--- src/rtl/mips_pkg.sv ---
// Shared encodings for the multicycle MIPS-subset controller: FSM states,
// opcode/funct constants, ALU operation codes and datapath select values.
package mips_pkg;

  typedef enum logic [3:0] {
    FETCH    = 4'd0,
    DECODE   = 4'd1,
    EXEC_R   = 4'd2,
    EXEC_I   = 4'd3,
    MEM_ADDR = 4'd4,
    MEM_RD   = 4'd5,
    MEM_WR   = 4'd6,
    WB_R     = 4'd7,
    WB_I     = 4'd8,
    WB_MEM   = 4'd9,
    BRANCH   = 4'd10,
    JUMP     = 4'd11,
    HALT     = 4'd12
  } state_e;

  localparam logic [5:0] OP_RTYPE = 6'b000000;
  localparam logic [5:0] OP_ORI   = 6'b001101;
  localparam logic [5:0] OP_LUI   = 6'b001111;
  localparam logic [5:0] OP_LW    = 6'b100011;
  localparam logic [5:0] OP_SW    = 6'b101011;
  localparam logic [5:0] OP_BEQ   = 6'b000100;
  localparam logic [5:0] OP_J     = 6'b000010;
  localparam logic [5:0] OP_JAL   = 6'b000011;

  localparam logic [5:0] FN_NOP   = 6'b000000;
  localparam logic [5:0] FN_ADDU  = 6'b100001;
  localparam logic [5:0] FN_SUBU  = 6'b100011;
  localparam logic [5:0] FN_JR    = 6'b001000;

  // ALUOP_IMM lets the ALU decoder pick OR or LUI from the opcode.
  localparam logic [1:0] ALUOP_ADD  = 2'b00;
  localparam logic [1:0] ALUOP_SUB  = 2'b01;
  localparam logic [1:0] ALUOP_FUNC = 2'b10;
  localparam logic [1:0] ALUOP_IMM  = 2'b11;

  localparam logic [1:0] SRCB_REG  = 2'b00;
  localparam logic [1:0] SRCB_FOUR = 2'b01;
  localparam logic [1:0] SRCB_IMM  = 2'b10;
  localparam logic [1:0] SRCB_BOFF = 2'b11;

  localparam logic [1:0] PC_SEQ    = 2'b00;
  localparam logic [1:0] PC_BRANCH = 2'b01;
  localparam logic [1:0] PC_JUMP   = 2'b10;
  localparam logic [1:0] PC_REG    = 2'b11;

  typedef enum logic [2:0] {
    CLS_NOP,
    CLS_RTYPE,
    CLS_ITYPE,
    CLS_LOAD,
    CLS_STORE,
    CLS_BRANCH,
    CLS_JUMP,
    CLS_ILLEGAL
  } instr_cls_e;

  typedef struct packed {
    instr_cls_e cls;
    logic       is_jal;
    logic       is_jr;
  } dec_t;

endpackage

--- src/rtl/mc_decode.sv ---
// Combinational instruction classifier: maps op/func to an instruction class
// plus the jal/jr qualifiers the JUMP state needs.
module mc_decode
  import mips_pkg::*;
(
  input  logic [5:0] op_i,
  input  logic [5:0] func_i,
  output dec_t       dec_o
);

  always_comb begin
    // NOTE: every output gets a default before the case so no path leaves it unassigned (no latch).
    dec_o = '{cls: CLS_ILLEGAL, is_jal: 1'b0, is_jr: 1'b0};
    case (op_i)
      OP_RTYPE: begin
        case (func_i)
          FN_ADDU, FN_SUBU: dec_o.cls = CLS_RTYPE;
          FN_NOP:           dec_o.cls = CLS_NOP;
          FN_JR: begin
            dec_o.cls   = CLS_JUMP;
            dec_o.is_jr = 1'b1;
          end
          default: ;
        endcase
      end
      OP_ORI, OP_LUI: dec_o.cls = CLS_ITYPE;
      OP_LW:          dec_o.cls = CLS_LOAD;
      OP_SW:          dec_o.cls = CLS_STORE;
      OP_BEQ:         dec_o.cls = CLS_BRANCH;
      OP_J:           dec_o.cls = CLS_JUMP;
      OP_JAL: begin
        dec_o.cls    = CLS_JUMP;
        dec_o.is_jal = 1'b1;
      end
      default: ;
    endcase
  end

endmodule

--- src/rtl/multicycle_ctrl.sv ---
// Multicycle MIPS-subset control FSM with a memory-wait timeout (sticky bus_err).
// Build option: define MULTICYCLE_CTRL_ILLEGAL_TRAP_EN to trap unknown instructions into HALT.
module multicycle_ctrl
  import mips_pkg::*;
#(
  parameter int unsigned WAIT_MAX = 15
) (
  input  logic       clk,
  input  logic       reset,
  input  logic [5:0] op,
  input  logic [5:0] func,
  input  logic       zero,
  input  logic       mem_ready,
  output logic       pcwrite,
  output logic       irwrite,
  output logic       regwrite,
  output logic       memwrite,
  output logic       memread,
  output logic       regdst,
  output logic       memtoreg,
  output logic       alusrca,
  output logic       extop,
  output logic       jal,
  output logic       jr,
  output logic [1:0] alusrcb,
  output logic [1:0] aluop,
  output logic [1:0] pcsrc,
  output logic [3:0] state,
  output logic       halt,
  output logic       bus_err
);

  localparam int unsigned WAIT_W = $clog2(WAIT_MAX + 1);

`ifdef MULTICYCLE_CTRL_ILLEGAL_TRAP_EN
  localparam state_e ILLEGAL_NEXT = HALT;
`else
  localparam state_e ILLEGAL_NEXT = FETCH;
`endif

  state_e            state_q, state_d;
  logic [WAIT_W-1:0] wait_q, wait_d;
  logic              bus_err_q, bus_err_d;
  dec_t              dec;
  logic              waiting;
  logic              timeout;

  mc_decode u_decode (
    .op_i  (op),
    .func_i(func),
    .dec_o (dec)
  );

  assign waiting = (state_q inside {FETCH, MEM_RD, MEM_WR}) && !mem_ready;
  // The WAIT_MAX-th consecutive idle cycle times out; mem_ready in that cycle completes instead.
  assign timeout = waiting && (wait_q == WAIT_W'(WAIT_MAX - 1));

  always_comb begin
    state_d   = state_q;
    wait_d    = '0;
    bus_err_d = bus_err_q;
    if (waiting) wait_d = wait_q + 1'b1;
    case (state_q)
      FETCH: if (mem_ready) state_d = DECODE;
      DECODE: begin
        case (dec.cls)
          CLS_RTYPE:          state_d = EXEC_R;
          CLS_ITYPE:          state_d = EXEC_I;
          CLS_LOAD, CLS_STORE: state_d = MEM_ADDR;
          CLS_BRANCH:         state_d = BRANCH;
          CLS_JUMP:           state_d = JUMP;
          CLS_ILLEGAL:        state_d = ILLEGAL_NEXT;
          default:            state_d = FETCH;
        endcase
      end
      EXEC_R:   state_d = WB_R;
      EXEC_I:   state_d = WB_I;
      MEM_ADDR: state_d = (dec.cls == CLS_LOAD) ? MEM_RD : MEM_WR;
      MEM_RD:   if (mem_ready) state_d = WB_MEM;
      MEM_WR:   if (mem_ready) state_d = FETCH;
      WB_R, WB_I, WB_MEM, BRANCH, JUMP: state_d = FETCH;
      HALT:     state_d = HALT;
      default:  state_d = FETCH;
    endcase
    if (timeout) begin
      state_d   = HALT;
      bus_err_d = 1'b1;
      wait_d    = '0;
    end
  end

  always_ff @(posedge clk) begin
    // NOTE: state registers use non-blocking assignments so all flops update together at the edge.
    if (reset) begin
      state_q   <= FETCH;
      wait_q    <= '0;
      bus_err_q <= 1'b0;
    end else begin
      state_q   <= state_d;
      wait_q    <= wait_d;
      bus_err_q <= bus_err_d;
    end
  end

  always_comb begin
    pcwrite  = 1'b0;
    irwrite  = 1'b0;
    regwrite = 1'b0;
    memwrite = 1'b0;
    memread  = 1'b0;
    regdst   = 1'b0;
    memtoreg = 1'b0;
    alusrca  = 1'b0;
    extop    = 1'b0;
    jal      = 1'b0;
    jr       = 1'b0;
    alusrcb  = SRCB_REG;
    aluop    = ALUOP_ADD;
    pcsrc    = PC_SEQ;
    case (state_q)
      FETCH: begin
        memread = 1'b1;
        if (mem_ready) begin
          irwrite = 1'b1;
          pcwrite = 1'b1;
          alusrcb = SRCB_FOUR;
        end
      end
      DECODE: begin
        // Branch target is precomputed into ALUOut while the registers are read.
        alusrcb = SRCB_BOFF;
        extop   = 1'b1;
      end
      EXEC_R: begin
        alusrca = 1'b1;
        aluop   = ALUOP_FUNC;
      end
      EXEC_I: begin
        alusrca = 1'b1;
        alusrcb = SRCB_IMM;
        aluop   = ALUOP_IMM;
      end
      MEM_ADDR: begin
        alusrca = 1'b1;
        alusrcb = SRCB_IMM;
        extop   = 1'b1;
      end
      MEM_RD: memread  = 1'b1;
      MEM_WR: memwrite = mem_ready;
      WB_R: begin
        regwrite = 1'b1;
        regdst   = 1'b1;
      end
      WB_I: regwrite = 1'b1;
      WB_MEM: begin
        regwrite = 1'b1;
        memtoreg = 1'b1;
      end
      BRANCH: begin
        alusrca = 1'b1;
        aluop   = ALUOP_SUB;
        pcwrite = zero;
        pcsrc   = PC_BRANCH;
      end
      JUMP: begin
        pcwrite = 1'b1;
        if (dec.is_jr) begin
          jr    = 1'b1;
          pcsrc = PC_REG;
        end else begin
          pcsrc = PC_JUMP;
        end
        if (dec.is_jal) begin
          jal      = 1'b1;
          regwrite = 1'b1;
        end
      end
      default: ;
    endcase
  end

  assign state   = state_q;
  assign halt    = (state_q == HALT);
  assign bus_err = bus_err_q;

endmodule
--- config.mk ---
export PLATFORM = sky130hd
export DESIGN_NAME = multicycle_ctrl
export DESIGN_NICKNAME = d
export VERILOG_FILES = /design/src/rtl/mips_pkg.sv /design/src/rtl/mc_decode.sv /design/src/rtl/multicycle_ctrl.sv
export SDC_FILE = /design/constraint.sdc
export NUM_CORES = 1
export LEC_CHECK = 0
export ABC_AREA = 1
export CAP_MARGIN = 20
export CORE_AREA = 2 2 56 48
export CTS_CLUSTER_DIAMETER = 40
export DETAILED_ROUTE_END_ITERATION = 12
export DIE_AREA = 0 0 58 50
export DONT_BUFFER_PORTS = 1
export GPL_TIMING_DRIVEN = 0
export PLACE_DENSITY_LB_ADDON = 0.25
export SYNTH_ARGS = -nofsm -noshare
export SYNTH_HDL_FRONTEND = slang
export SYNTH_HIERARCHICAL = 1
export SYNTH_SLANG_ARGS = --single-unit
--- constraint.sdc ---
create_clock -name clk -period 4.4 [get_ports clk]
set_input_delay 0.66 -clock clk [delete_from_list [all_inputs] [get_ports clk]]
set_output_delay 0.66 -clock clk [all_outputs]
set_load 0.1 [all_outputs]
==> results.md <==
* Status: finished clean
* NumNets Final at 200
* Worst Path Arrival at 3040 ps
* CTS Buffer Depth at 2
* TritonRoute pass-1 iters at 4
* Placed insts at 198
* Final setup fails at 0
* CP Cell Sequence: nand2_1 > nor2_2 > buf_16 > clkbuf_2 > nand2_1 > nand2_1
* WL final at 2370 um
* Clock skew at 3.06 ps
* Commonest non-fill, non-tap cell in the layout: nand2_1
* Fraction of layout cells with a size suffix above 1 at 24.9%
* Most used cell, CP: nand2_1
* Total GRT Usage at 17.8%
* Warnings, synthesis at 6
* Post-Syn Area at 1000 um^2
* Io pins at 39
* Clock Latency Late Sink at 260 ps
* Crit-path max FO at 6
* Routed vias/inst at 5.08
* CTS root buf: clkbuf_4
* Via Count at 1,037
* Post-DP HPWL at 2070 um
* Post-CTS Setup Bufs at 0
* CTS Buf Count at 3
* RSZ-0062 raised after global routing: false
* I/O Buffers at 0
* Row cnt at 16
* Crit path capture type: output pin
* Largest net degree at the start of global routing at 9
* Final Non-Filler Cells at 204
* Clock slew at reported path FFs at 50 ps
* Vias in the first global route at 989
* Worst EP required at 3740 ps
* Max Cap Violations at 0
* Core area at 2320 um^2
* RD Place Congestion at 0.828
* Worst Tran Pin Value at 1180 ps
* Worst min path class: in -> reg
* Slowest Stage Delay on Critical Path at 1100 ps
* WL per Instance at 11.6 um
* Slew HR at 21.3%
* Die Span Y at 50 um
* Final setup TNS at 0 ps
* Initial Utilization at 43.0%
* WS Path Type: reg -> out
* Hold Slack at 465 ps
* Clock sink count at 9
* CTS tree: done
* Full die area at 2900 um^2
* Initial DRC count at 60
* Fmax at 0.271 GHz
* Crit start category: flop
* Area Growth Syn to Fin at 27.3%
* Number of resized instances in the post-cts repair step at 0
* DRC viols at 0
* H-Tree Depth at 1
* Post-Syn Area per Cell at 6.17 um^2
* Most frequent cells in the layout: nand2_1 (32), nor2_1 (25), inv_1 (24)
* Hold_buf cts at 0
* Top cell family by delay on the critical path: simple AND/OR/NAND/NOR gates
* Seq/Total Area, Yosys at 18.0%
* Period utilisation layout at 84.0%
* Leak pwr at 0.666 nW
* Post-synthesis net count at 184
* Final Power at 0.951 mW
* CP max stage cell: dfxtp_1
* Distinct cells, synth at 25
* Final Hold Viols at 0
* #FFs+latches synth at 9
* Detail Route Antenna Nets at 0
* Gr ovfl total at 0
* First-pass GRT wire length at 4040 um
* Die X at 58 um
* Power Density at 747 nW/um^2
* Final Critical Period at 3700 ps
* Worst Path Buf+Inv at 2
* Peak supply drop at 0.000752 V
* Slew Limit Fails at 0
* N_diodes at 0
* Initial antenna violation count at 0
* Post-Syn Instances at 162
[final timing paths]
check | start | endpoint | slack, ps | cells past startpoint
setup / recovery | state[0] | regwrite | 700 | 6
hold / removal | reset | bus_err | 460 | 1
setup reg to reg | state[0] | state[0] | 1650 | 7
hold reg to reg | wait_q[0] | wait_q[0] | 470 | 1
[final cells by class]
type	instances	area (um^2)
inverter	30	113
timing repair buffer	11	191
tap	27	33.8
sequential	9	180
clock buffer	4	26.3
multi-input combinational	123	728
fill	217	1050
[logic make-up after synthesis]
family,count (synthesis),synth area share (%)
AND/OR/NAND/NOR,104,55.2
buffers and inverters,30,11.3
AO/OA/AOI/OAI,11,6.26
flip-flops,9,18.0
adder cells (fa/ha/maj),6,7.51
XOR/XNOR,2,1.75
[stage by stage]
step | cell area [um^2] | util (%) | setup WS, ps
2_1_floorplan | 1000 | - | 255
3_3_place_gp | 1040 | 44.7 | 133
3_5_place_dp | 1210 | 52.3 | 445
4_1_cts | 1240 | 53.4 | 171
5_1_grt | 1270 | 54.8 | 631
6_report | 1270 | 54.8 | 703
[synthesized netlist by cell type]
cell | n | area (um^2)
ha_1 | 6 | 75.1
nand2_2 | 5 | 31.3
a31oi_1 | 1 | 6.26
xnor2_1 | 1 | 8.76
a21oi_1 | 5 | 25.0
o211ai_1 | 1 | 7.51
dfxtp_1 | 9 | 180
inv_2 | 4 | 15.0
nor2_1 | 27 | 101
nand3_2 | 4 | 40.0
nor2_2 | 5 | 31.3
nand4_2 | 1 | 12.5
o21ai_1 | 1 | 5.00
nand2_1 | 32 | 120
inv_1 | 24 | 90.1
nand2_4 | 1 | 11.3
o21ai_0 | 2 | 10.0
nand3_4 | 2 | 35.0
nor2_4 | 5 | 56.3
nand3_1 | 16 | 80.1
a21oi_2 | 1 | 8.76
nor3_1 | 4 | 20.0
nand4_1 | 2 | 12.5
xor2_1 | 1 | 8.76
clkinv_1 | 2 | 7.51
[registers in the layout, indices dropped and copies added, names as in the netlist]
register  flops
state         4
wait_q        4
bus_err       1
[where the power goes]
group | switching [mW] | internal [mW]
clock network | 0.0267 | 0.0348
logic | 0.575 | 0.139
registers | 0.0785 | 0.0966
[routing by layer]
metal | vias to the layer above | GRT usage, % | part of all wire [%]
li1 | 541 | - | -
met1 | 450 | 20.9 | 41
met2 | 46 | 31.8 | 49
met3 | 0 | 6.04 | 10
met4 | 0 | 2.33 | 0
met5 | - | 0 | 0
(Power assumes the default switching activity.)
